`src/rtl/cordic_sched.sv`:
```
// Two-port request scheduler for a fixed-latency 8-bit CORDIC pipeline.
// A shadow {vld,tag} shift register tracks each entry's owner.
module cordic_sched #(
    parameter int LATENCY = 7
) (
    input  logic       clock,
    input  logic       reset,
    input  logic       req0_valid,
    output logic       req0_ready,
    input  logic [7:0] req0_x,
    input  logic [7:0] req0_y,
    input  logic [7:0] req0_deg,
    input  logic       req1_valid,
    output logic       req1_ready,
    input  logic [7:0] req1_x,
    input  logic [7:0] req1_y,
    input  logic [7:0] req1_deg,
    output logic       rsp0_valid,
    input  logic       rsp0_ready,
    output logic [7:0] rsp0_x,
    output logic [7:0] rsp0_y,
    output logic       rsp1_valid,
    input  logic       rsp1_ready,
    output logic [7:0] rsp1_x,
    output logic [7:0] rsp1_y,
    output logic       cor_enable,
    output logic [7:0] cor_xin,
    output logic [7:0] cor_yin,
    output logic [7:0] cor_degrees,
    input  logic [7:0] cor_xp,
    input  logic [7:0] cor_yp,
    output logic       busy,
    output logic [3:0] inflight
);

    localparam logic signed [7:0] DMAX = 8'sd90;
    localparam logic signed [7:0] DMIN = -8'sd90;

    logic [LATENCY:1] vld;
    logic [LATENCY:1] tag;
    logic             last;
    logic [3:0]       cnt;

    logic       tail_vld;
    logic       tail_tag;
    logic       tail_ready;
    logic       advance;
    logic       gnt_vld;
    logic       gnt;
    logic       issue;
    logic       complete;
    logic [7:0] sel_x;
    logic [7:0] sel_y;
    logic [7:0] sel_d;
    logic [7:0] clamp_d;

    assign tail_vld   = vld[LATENCY];
    assign tail_tag   = tag[LATENCY];
    assign tail_ready = tail_tag ? rsp1_ready : rsp0_ready;

    // Whole pipeline freezes while the tail waits: delivery stays in order.
    assign advance    = ~reset & (~tail_vld | tail_ready);
    assign cor_enable = advance;
    assign complete   = advance & tail_vld;

    always_comb begin
        gnt_vld = req0_valid | req1_valid;
        gnt     = 1'b0;
        if (req0_valid & req1_valid)
            gnt = ~last;
        else
            gnt = req1_valid;
    end

    assign issue      = advance & gnt_vld;
    assign req0_ready = issue & ~gnt;
    assign req1_ready = issue & gnt;

    assign sel_x = gnt ? req1_x   : req0_x;
    assign sel_y = gnt ? req1_y   : req0_y;
    assign sel_d = gnt ? req1_deg : req0_deg;

    always_comb begin
        clamp_d = sel_d;
        if ($signed(sel_d) > DMAX)
            clamp_d = DMAX;
        else if ($signed(sel_d) < DMIN)
            clamp_d = DMIN;
    end

    assign cor_xin     = issue ? sel_x   : 8'd0;
    assign cor_yin     = issue ? sel_y   : 8'd0;
    assign cor_degrees = issue ? clamp_d : 8'd0;

    assign rsp0_valid = tail_vld & ~tail_tag;
    assign rsp1_valid = tail_vld & tail_tag;
    assign rsp0_x     = rsp0_valid ? cor_xp : 8'd0;
    assign rsp0_y     = rsp0_valid ? cor_yp : 8'd0;
    assign rsp1_x     = rsp1_valid ? cor_xp : 8'd0;
    assign rsp1_y     = rsp1_valid ? cor_yp : 8'd0;

    assign inflight = cnt;
    assign busy     = (cnt != 4'd0);

    always_ff @(posedge clock or posedge reset) begin
        if (reset) begin
            vld  <= '0;
            tag  <= '0;
            last <= 1'b1;
            cnt  <= 4'd0;
        end else begin
            if (advance) begin
                vld <= {vld[LATENCY-1:1], issue};
                tag <= {tag[LATENCY-1:1], issue & gnt};
            end
            if (issue)
                last <= gnt;
            if (issue & ~complete)
                cnt <= cnt + 4'd1;
            else if (~issue & complete)
                cnt <= cnt - 4'd1;
        end
    end

endmodule
```
`config.mk`:
```
export PLATFORM = sky130hd
export DESIGN_NAME = cordic_sched
export DESIGN_NICKNAME = d
export VERILOG_FILES = /design/src/rtl/cordic_sched.sv
export SDC_FILE = /design/constraint.sdc
export NUM_CORES = 1
export LEC_CHECK = 0
export CAP_MARGIN = 20
export CORE_MARGIN = 2
export CORE_UTILIZATION = 25
export DETAILED_ROUTE_END_ITERATION = 6
export PLACE_DENSITY = 0.76
export SLEW_MARGIN = 20
export SYNTH_ARGS = -nofsm -noshare
export SYNTH_HDL_FRONTEND = slang
export SYNTH_SLANG_ARGS = --single-unit
```
`constraint.sdc`:
```
create_clock -name clock -period 2.4 [get_ports clock]
set_input_delay 0.24 -clock clock [delete_from_list [all_inputs] [get_ports clock]]
set_output_delay 0.24 -clock clock [all_outputs]
set_load 0.05 [all_outputs]
```
==> results of run 1 <==
==> cell type report <==
cell class              count  area [um^2]
repair buffers            161         1990
fillers                   475         2280
multi-input cells         126         1110
clock inverters             1         5.00
inverters                   4         17.5
clock buffers               3         41.3
well taps                  75         93.8
flip-flops and latches     19          477
==> per-stage QoR <==
step / setup WS (ps) / utilization, % / area (um^2)
after global placement: -212 / 60.1 / 3620
after floorplan: -163 / - / 1640
final: 41.5 / 62.1 / 3740
after CTS: -30.3 / 61.8 / 3720
after detailed placement: -266 / 60.1 / 3620
after global routing: -19.8 / 62.1 / 3740
==> state kept, by name, summed over array words and instances (netlist names) <==
register and flops:
vld 7, last 1, inflight 4, tag 7
==> kinds of logic after synthesis <==
kind of cell    synth area share [%]
compound gates                  22.5
xor+xnor                        1.11
fa+ha+maj                       4.44
buf+inv                         5.95
flops                           30.2
mux                             14.5
simple gates                    21.3
==> worst paths after layout <==
| kind | slack [ps] | cells past startpoint | endpoint | startpoint |
|---|---|---|---|---|
| setup / recovery | 40 | 8 | cor_degrees[2] | req1_deg[1] |
| hold / removal | 500 | 1 | tag[1] | tag[1] |
| setup reg to reg | 70 | 10 | inflight[3] | tag[7] |
| hold reg to reg | 500 | 1 | tag[1] | tag[1] |
| max in group asynchronous | 1370 | 3 | vld[4] | reset |
| min in group asynchronous | 580 | 3 | tag[7] | reset |
==> Yosys cell counts, types with 2 or more instances <==
master,instances,area [um^2]
sky130_fd_sc_hd__nor2b_1,3,18.8
sky130_fd_sc_hd__dfrtp_1,18,450
sky130_fd_sc_hd__nor2_1,5,18.8
sky130_fd_sc_hd__xnor2_1,2,17.5
sky130_fd_sc_hd__mux2i_1,6,60.1
sky130_fd_sc_hd__buf_6,3,33.8
sky130_fd_sc_hd__nor4b_1,2,17.5
sky130_fd_sc_hd__o21a_1,3,22.5
sky130_fd_sc_hd__clkbuf_1,6,22.5
sky130_fd_sc_hd__nor3_1,4,20.0
sky130_fd_sc_hd__mux2_2,15,169
sky130_fd_sc_hd__a211oi_1,5,37.5
sky130_fd_sc_hd__nand2_1,2,7.51
sky130_fd_sc_hd__a22o_1,16,140
sky130_fd_sc_hd__and2_1,18,113
sky130_fd_sc_hd__a211o_1,3,26.3
sky130_fd_sc_hd__a21o_1,5,37.5
sky130_fd_sc_hd__inv_1,4,15.0
sky130_fd_sc_hd__and3_1,16,100
sky130_fd_sc_hd__a21oi_1,3,15.0
sky130_fd_sc_hd__nor4_1,2,12.5
sky130_fd_sc_hd__ha_1,4,50.1
==> power by group <==
group	leakage, nW	internal, mW	switching (mW)
combinational	1.36	1.46	1.72
sequential	0.227	0.482	0.133
clock	0.0255	0.115	0.101
total	1.62	2.05	1.95
==> repair_timing <==
item                       4_1_cts  5_1_grt
setup endpoints to repair        8        9
setup buffers                    2        0
gates resized for setup          8        5
pin swaps                        5        5
==> layer usage <==
layer | track usage, % | routed length [um]
met3 | 3.38 | 320
met1 | 21.5 | 2580
met4 | 3.08 | 47
met5 | 0 | 0
met2 | 31.4 | 3300
==> metrics.md, run 1 <==
| Metric | Value |
|---|---|
| Post-route insts no fill | `389` |
| Overall power consumption | `4.01 mW` |
| Run status | `finished clean` |
| Overflow left after global routing | `0` |
| CTS Root Cell | `sky130_fd_sc_hd__clkbuf_8` |
| Routed wire per std cell | `16.0 um` |
| Largest net degree at the start of global routing | `21` |
| Area of the die | `6960 um^2` |
| Depth of the CTS H-tree | `1` |
| Overall fraction of global-route tracks in use | `17.3%` |
| Max incr delay on CP | `530 ps` |
| Final estimated routing congestion in global placement | `0.794` |
| Ratio of routed vias to standard cells | `4.87` |
| Share of the clock period used by the worst path | `98.3%` |
| Max Cap Viol | `0` |
| Part of the Yosys area used for sequential elements | `30.2%` |
| Sinks on Clock Net | `19` |
| Remaining DRCs | `0` |
| Yosys cell types | `37` |
| Vias after detailed routing | `1894` |
| Number of buffers inserted by hold repair at cts | `0` |
| Average footprint of a synthesized cell | `9.86 um^2` |
| Setup violation total in the final timing report | `0` |
| Setup repair after global routing missed its margin | `yes` |
| Crit path cell chain | `clkdlybuf4s50_1 -> a211o_1 -> a21oi_1 -> a211o_1 -> ha_4 -> a211oi_2 -> nor3_2 -> buf_12` |
| Number of enable flip-flop cells after synthesis | `0` |
| Buffer and inverter count on the worst path | `2` |
| Total length of routed wires | `6.24 mm` |
| Top achievable clock speed | `424 MHz` |
| Post-synthesis cell count | `160` |
| Least-Margin Pin Slew | `707 ps` |
| Post-Synthesis Cell Area | `1580 um^2` |
| Placed cell count | `383` |
| Primary flip-flop cell chosen by synthesis mapping | `sky130_fd_sc_hd__dfrtp_1` |
| Top library cells by usage in the layout, fill and taps aside | `88 x sky130_fd_sc_hd__clkdlybuf4s50_1, 44 x sky130_fd_sc_hd__buf_12, 24 x sky130_fd_sc_hd__buf_4, 18 x sky130_fd_sc_hd__and2_1, 18 x sky130_fd_sc_hd__dfrtp_1` |
| Cell with the most instances on the worst path | `sky130_fd_sc_hd__a211o_1` |
| DRT antenna net count | `0` |
| Commonest non-fill, non-tap cell in the layout | `sky130_fd_sc_hd__clkdlybuf4s50_1` |
| Critical path launch point type | `input pin` |
| Min Hold Slack | `497 ps` |
| Type of the setup path with the least slack | `input pin to primary output` |
| Die span in x | `83.4 um` |
| Element type at the critical path end | `primary output` |
| Clk buf depth | `2` |
| Async S/R FF share, synth | `100%` |
| Warning count from the yosys run | `0` |
| Insertion delay to the later sink of the worst-skew pair | `250 ps` |
| Required time of the worst setup path | `2160 ps` |
| Number of placed I/O pins | `136` |
| Initial antenna violation count | `0` |
| Share of layout cells above drive strength 1 | `34.7%` |
| Relative slew slack | `52.8%` |
| Cell with the largest stage delay on the worst path | `sky130_fd_sc_hd__clkdlybuf4s50_1` |
| ANT cells | `0` |
| Arrival time of the worst setup path | `2120 ps` |
| Cell type group with the largest total delay on the critical path | `buffers and inverters` |
| Max Fanout on Critical Path | `7` |
| Static Leakage | `1.62 nW` |
| Die Span Y | `83.4 um` |
| Global-route wire length before repair | `9.97 mm` |
| Final Max Slew Viols | `0` |
| Peak VDD IR | `0.649 mV` |
| Std cell rows | `28` |
| Total of flip-flops plus latches after synthesis | `19` |
| Fin nets | `390` |
| Number of buffers inserted during clock tree synthesis | `3` |
| Post-layout minimum cycle time | `2360 ps` |
| Setup TNS | `0 ps` |
| Endpoints failing hold | `0` |
| Clock edge transition at the registers on the reported setup and hold paths | `70 ps` |
| TritonCTS clock tree | `yes` |
| Count of buffers inserted at the top-level ports | `135` |
| Detailed-routing iteration count for the pre-antenna-repair pass | `4` |
| Starting utilization of the core area | `26.2%` |
| HPWL reported at the end of detailed placement | `5.00 mm` |
| Core area | `6030 um^2` |
| Area delta synth->final | `137%` |
| Via count of the first global-routing pass | `1956` |
| Power density over the cells | `1070 nW/um^2` |
| Post-synthesis net count | `235` |
| Class of the worst hold path | `register to register` |
| Starting DRT DRC Count | `70` |
| Fin Clk Skew | `2.34 ps` |
Power figures use the tool's default switching activity.
==> run 2: changes to the inputs <==
CAP_MARGIN = default   (was 20)
GPL_TIMING_DRIVEN = 0   (was default)
==> metrics.md, run 2 (synthesis gave the netlist of run 1 again) <==
| Metric | Value |
|---|---|
| Run status | `finished, violations left (was finished clean)` |
| Failing checks | `negative setup slack` |
| Ratio of routed vias to standard cells | `4.83 (was 4.87)` |
| Combinational group share of total power | `76.5% (was 79.3%)` |
| CTS Root Cell | `sky130_fd_sc_hd__clkbuf_8 (unchanged)` |
| DRT antenna net count | `0 (unchanged)` |
| Critical path launch point type | `register (was input pin)` |
| Post-layout minimum cycle time | `2570 ps (was 2360 ps)` |
| Instance count on the critical path | `9 (was 8)` |
| Arrival time of the worst setup path | `2330 ps (was 2120 ps)` |
| Seq pwr share | `17.2% (was 15.4%)` |
| Top achievable clock speed | `389 MHz (was 424 MHz)` |
| Die Span Y | `83.4 um (unchanged)` |
| Share of the clock period used by the worst path | `107% (was 98.3%)` |
| Setup TNS | `-870 ps (was 0 ps)` |
| Fin Clk Skew | `5.39 ps (was 2.34 ps)` |
| Fin nets | `392 (was 390)` |
| Largest net degree at the start of global routing | `20 (was 21)` |
| Overflow left after global routing | `0 (unchanged)` |
| Peak VDD IR | `0.765 mV (was 0.649 mV)` |
| Combined area of the multi-input logic cells | `1150 um^2 (was 1110 um^2)` |
| Final estimated routing congestion in global placement | `0.777 (was 0.794)` |
| Fillers | `568 (was 475)` |
| Routed wire per std cell | `15.2 um (was 16.0 um)` |
| Clock edge transition at the registers on the reported setup and hold paths | `70 ps (about the same)` |
| Type of the setup path with the least slack | `register to primary output (was input pin to primary output)` |
| Max Cap Viol | `0 (unchanged)` |
| Insertion delay to the later sink of the worst-skew pair | `260 ps (was 250 ps)` |
| Switching power of the nets | `1.86 mW (was 1.95 mW)` |
| Element type at the critical path end | `primary output (unchanged)` |
| Class of the worst hold path | `register to register (unchanged)` |
| Sinks on Clock Net | `19 (unchanged)` |
| Core area | `6030 um^2 (unchanged)` |
| Std cell rows | `28 (unchanged)` |
| Global-route wire length before repair | `9.46 mm (was 9.97 mm)` |
| Min setup slack post-route | `-173 ps (was 41.5 ps)` |
| Sequential standard cell area | `477 um^2 (unchanged)` |
| Via count of the first global-routing pass | `1905 (was 1956)` |
| Setup violation total in the final timing report | `8 (was 0)` |
| Max Fanout on Critical Path | `7 (unchanged)` |
| Clk buf depth | `2 (unchanged)` |
| Max incr delay on CP | `570 ps (was 530 ps)` |
| ANT cells | `0 (unchanged)` |
| Vias after detailed routing | `1890 (was 1894)` |
| Total length of routed wires | `5.95 mm (was 6.24 mm)` |
| Number of placed I/O pins | `136 (unchanged)` |
| Initial antenna violation count | `0 (unchanged)` |
| Overall fraction of global-route tracks in use | `16.0% (was 17.3%)` |
| Remaining DRCs | `0 (unchanged)` |
| Cell type group with the largest total delay on the critical path | `flip-flops (was buffers and inverters)` |
| Least-Margin Pin Slew | `719 ps (was 707 ps)` |
| Cell with the largest stage delay on the worst path | `sky130_fd_sc_hd__dfstp_2 (was sky130_fd_sc_hd__clkdlybuf4s50_1)` |
| Cell with the most instances on the worst path | `sky130_fd_sc_hd__buf_6 (was sky130_fd_sc_hd__a211o_1)` |
| Clock share of power | `6.3% (was 5.4%)` |
| Worst-case setup slack after placement | `-1090 ps (was -266 ps)` |
| HPWL reported at the end of detailed placement | `4.41 mm (was 5.00 mm)` |
| Worst Reg-to-Reg Cells | `11 (was 10)` |
| Number of buffers inserted during clock tree synthesis | `3 (unchanged)` |
| Count of buffers inserted at the top-level ports | `135 (unchanged)` |
| Share of layout cells above drive strength 1 | `33.5% (was 34.7%)` |
| Top library cells by usage in the layout, fill and taps aside | `81 x sky130_fd_sc_hd__clkdlybuf4s50_1, 18 x sky130_fd_sc_hd__and2_1, 18 x sky130_fd_sc_hd__dfrtp_1, 16 x sky130_fd_sc_hd__and3_1, 16 x sky130_fd_sc_hd__a22o_1 (was 88 x sky130_fd_sc_hd__clkdlybuf4s50_1, 44 x sky130_fd_sc_hd__buf_12, 24 x sky130_fd_sc_hd__buf_4, 18 x sky130_fd_sc_hd__and2_1, 18 x sky130_fd_sc_hd__dfrtp_1)` |
| Starting utilization of the core area | `26.2% (unchanged)` |
| Static Leakage | `1.49 nW (was 1.62 nW)` |
| Internal power contribution | `1.64 mW (was 2.05 mW)` |
| Depth of the CTS H-tree | `1 (unchanged)` |
| Relative slew slack | `52.0% (was 52.8%)` |
| Power density over the cells | `1060 nW/um^2 (was 1070 nW/um^2)` |
| Endpoints failing hold | `0 (unchanged)` |
| Area of the die | `6960 um^2 (unchanged)` |
| Crit path cell chain | `a21boi_4 -> buf_6 -> mux2i_4 -> a211o_1 -> ha_4 -> buf_4 -> a211oi_4 -> nor3_2 -> buf_6 (was clkdlybuf4s50_1 -> a211o_1 -> a21oi_1 -> a211o_1 -> ha_4 -> a211oi_2 -> nor3_2 -> buf_12)` |
| TritonCTS clock tree | `yes (unchanged)` |
| Area delta synth->final | `109% (was 137%)` |
| Starting DRT DRC Count | `45 (was 70)` |
| Setup repair after global routing missed its margin | `yes (unchanged)` |
| Commonest non-fill, non-tap cell in the layout | `sky130_fd_sc_hd__clkdlybuf4s50_1 (unchanged)` |
| Detailed-routing iteration count for the pre-antenna-repair pass | `4 (unchanged)` |
| Required time of the worst setup path | `2160 ps (about the same)` |
| Final Max Slew Viols | `0 (unchanged)` |
| Die span in x | `83.4 um (unchanged)` |
| Hold depth | `1 (unchanged)` |
| Sw frac | `53.2% (was 48.7%)` |
| Buffer and inverter count on the worst path | `3 (was 2)` |
## run 2: cell count changes in the layout (fill, tap and decap cells not counted), moves of 3 or more
cell                              delta
sky130_fd_sc_hd__buf_6              +12
sky130_fd_sc_hd__buf_2               +9
sky130_fd_sc_hd__buf_12             -44
sky130_fd_sc_hd__clkdlybuf4s15_2     +9
sky130_fd_sc_hd__buf_4              -11
sky130_fd_sc_hd__clkdlybuf4s50_1     -7
sky130_fd_sc_hd__nor2_1              -3
sky130_fd_sc_hd__clkbuf_2           +14
sky130_fd_sc_hd__dlygate4sd2_1       +6
sky130_fd_sc_hd__clkdlybuf4s15_1     +8
sky130_fd_sc_hd__clkbuf_1            +3
## run 2: per-layer routing
layer	global-route usage (%)	routed length, um	part of all wire, %
met3	2.78	265	4.5
met5	0	0	0
met4	0.880	17	0.29
met1	19.9	2420	41
met2	30.1	3250	55
## run 2: power by group through the flow
stage                     Combinational [mW]  Sequential, mW  Clock [mW]
final                                   2.68           0.603       0.220
after global placement                  2.55           0.592           0
after global routing                    2.83           0.627       0.242
after detailed placement                2.59           0.599           0
after floorplan                         1.67           0.690           0
after CTS                               2.64           0.604       0.229
## run 2: path summary, 6_finish.rpt
| kind | from | slack (ps) | end |
|---|---|---|---|
| worst min register to register | vld[1] | 480 | vld[1] |
| worst max-delay path | last | -170 | cor_degrees[2] |
| max in group asynchronous | reset | 1450 | vld[1] |
| worst max register to register | tag[7] | -110 | inflight[3] |
| worst min-delay path | vld[1] | 480 | vld[1] |
| min in group asynchronous | reset | 490 | tag[6] |
## run 2: through the flow
stage          instance area [um^2]  std cells  power, mW  hold WS, ps  util [%]
2_1_floorplan                  1640        160       2.36          190         -
3_3_place_gp                   3090        370       3.14          454      51.2
3_5_place_dp                   3090        370       3.19          467      51.2
4_1_cts                        3300        388       3.48          484      54.7
5_1_grt                        3290        391       3.70          500      54.6
6_report                       3290        391       3.50          478      54.6
## run 2: final cells by class
type	count	area share (%)
Inverter	4	0.684
Timing Repair Buffer	152	42.7
Clock buffer	3	1.25
Tap cell	75	2.85
Buffer	11	2.74
Clock inverter	1	0.152
Sequential cell	19	14.5
Multi-Input combinational cell	126	35.1
## run 2: what timing repair did
item / CTS / global route
pin swaps: 8 / 1
cloned: 0 / 0
endpoints found under the setup margin: 55 / 42
buffers inserted: 14 / 3
hold buffers: 0 / 0
resized for setup: 163 / 48
==> edit, RTL diff (settings of run 2) <==
The localparam `DMAX` goes from 8'sd90 to 8'sd45.
--- a/src/rtl/cordic_sched.sv
+++ b/src/rtl/cordic_sched.sv
@@ -33,7 +33,7 @@
     output logic [3:0] inflight
 );
 
-    localparam logic signed [7:0] DMAX = 8'sd90;
+    localparam logic signed [7:0] DMAX = 8'sd45;
     localparam logic signed [7:0] DMIN = -8'sd90;
 
     logic [LATENCY:1] vld;
Behaviour: not the same (Yosys sat finds a counterexample within 4 cycles, from zero or initial values and one cycle with reset high).
==> edit against run 2 <==
- the flow still finishes with violations (setup timing)
- design area up 6.4%
- maximum frequency up 0.77%
- sequential power fell by 0.8%
- sequential share of layout area shrank 0.87 points
- count of clock-buffer cells in the layout stayed put
- first-iteration DRC count increased by 31%
- sequential cell count unchanged
- total power grew 3.0%
- worst setup slack gained 20 ps
- routed wire length grew 1.6%
- synthesized area is 0.95% higher
- largest cell class unchanged
==> edit: results (changes against run 2) <==
| Metric | Value |
|---|---|
| Run status | complete, but fails checks (unchanged) |
| Failing checks | setup timing (unchanged) |
| Placed Area | 3170 um2 (was 3090 um2) |
| First-pass GRT wire length | 9360 um (was 9460 um) |
| Pint | 1.72 mW (was 1.64 mW) |
| Vias in the first global route | 1904 (was 1905) |
| Final setup fails | 7 (was 8) |
| Clock-net power | 0.221 mW |
| Initial detailed-routing violation count | 59 (was 45) |
| Max Root-Sink Buffers | 2 (unchanged) |
| HPWL after DPL | 4320 um (was 4410 um) |
| PnR worst setup slack | -154 ps (was -173 ps) |
| Setup Slack @ Placement | -1030 ps (was -1090 ps) |
| Worst path top cell family by delay | buffers and inverters (was flip-flops) |
| Clk Latency, worst-skew pair | 260 ps (about the same) |
| Setup TNS | -687 ps (was -870 ps) |
| Critical path's slowest cell | clkdlybuf4s50_1 (was dfstp_2) |
| CP max stage delay | 430 ps (was 570 ps) |
| Critical Path Fanout Max | 7 (unchanged) |
| Post-synthesis sequential area ratio | 0.299 (was 0.302) |
| Total power | 3.60 mW (was 3.50 mW) |
| Final Skew | 5.32 ps (was 5.39 ps) |
| Nets | 408 (was 392) |
| Pre-antenna DRT Iters | 4 (unchanged) |
| HP Class | in -> async (was reg -> reg) |
| Post-CTS Setup Bufs | 14 (unchanged) |
| # placed instances | 377 (was 370) |
| Worst VDD drop | 761 uV (was 765 uV) |
| Clock transition at path regs | 70 ps (about the same) |
| Area contributors post-synth | dfrtp_1 (28%), mux2_2 (9.2%), a22o_1 (8.8%), and2_1 (7.1%), and3_1 (6.3%) (was dfrtp_1 (29%), mux2_2 (11%), a22o_1 (8.9%), and2_1 (7.1%), and3_1 (6.3%)) |
| Post_cts resized | 181 (was 163) |
| Via count | 1973 (was 1890) |
| Mapped Cells | 165 (was 160) |
| Leak pwr | 1.57 nW (was 1.49 nW) |
| Combinational Power Share | 0.773 (was 0.765) |
| Worst endpoint data arrival time | 2310 ps (was 2330 ps) |
| Synth cell types | 41 (was 37) |
| Syn nets | 240 (was 235) |
| R2R depth | 11 (unchanged) |
| Async SR Flop Fraction | 1.00 (unchanged) |
| Proportion of layout cells with a drive suffix above 1 | 0.367 (was 0.335) |
| Routability cong. | 0.835 (was 0.777) |
| Relative slew slack | 0.542 (was 0.520) |
| Wire per inst | 14.8 um (was 15.2 um) |
| GRT Total Usage | 0.159 (was 0.160) |
| Vias per std cell | 4.82 (was 4.83) |
| Commonest cells post-synth | and2_1 (18), dfrtp_1 (18), a22o_1 (16), and3_1 (16), mux2_2 (13) (was and2_1 (18), dfrtp_1 (18), a22o_1 (16), and3_1 (16), mux2_2 (15)) |
-- edit: cell count changes after synthesis, sizes merged, moves of 2 or more --
cell / before / now
a21oi: 4 / 8
nor2: 6 / 4
or2: 0 / 2
buf: 5 / 7
a31o: 0 / 2
o21a: 3 / 0
mux2: 15 / 13
-- edit: kinds of logic (layout without fill, tap and decap cells) --
logic type / after synthesis / after routing / synth area share
XOR/XNOR: 2 / 2 / 0.0110
flip-flops: 19 / 19 / 0.299
buffers and inverters: 17 / 184 / 0.0620
AO/OA/AOI/OAI: 49 / 49 / 0.247
AND/OR/NAND/NOR: 54 / 54 / 0.207
multiplexers: 19 / 19 / 0.130
adder cells (fa/ha/maj): 5 / 5 / 0.0440
-- edit: metal layers --
metal	vias up	part of all wire	track usage
met4	0	0.0041	0.0205
met3	6	0.054	0.0317
li1	961	-	-
met5	-	0	0
met1	942	0.42	0.203
met2	64	0.53	0.284
-- edit: cell type report --
type | count | area (um2)
plain buffers | 13 | 121
clock buffers | 3 | 41.3
flip-flops and latches | 19 | 477
clock inverters | 1 | 5.00
well taps | 77 | 96.3
fillers | 571 | 2740
multi-input cells | 129 | 1190
inverters | 4 | 25.0
repair buffers | 163 | 1540
-- edit: path summary, 6_finish.rpt --
| path | endpoint | from | slack, ps |
|---|---|---|---|
| min in group clock | tag[1]$_DFFE_PP0P_ | tag[1]$_DFFE_PP0P_ | 470 |
| hold reg to reg | tag[1]$_DFFE_PP0P_ | tag[1]$_DFFE_PP0P_ | 470 |
| setup reg to reg | inflight[3]$_DFFE_PP0P_ | tag[7]$_DFFE_PP0P_ | -130 |
| max in group asynchronous | tag[2]$_DFFE_PP0P_ | reset | 1490 |
| hold / removal | vld[3]$_DFFE_PP0P_ | reset | 470 |
| setup / recovery | cor_degrees[3] | req0_valid | -150 |
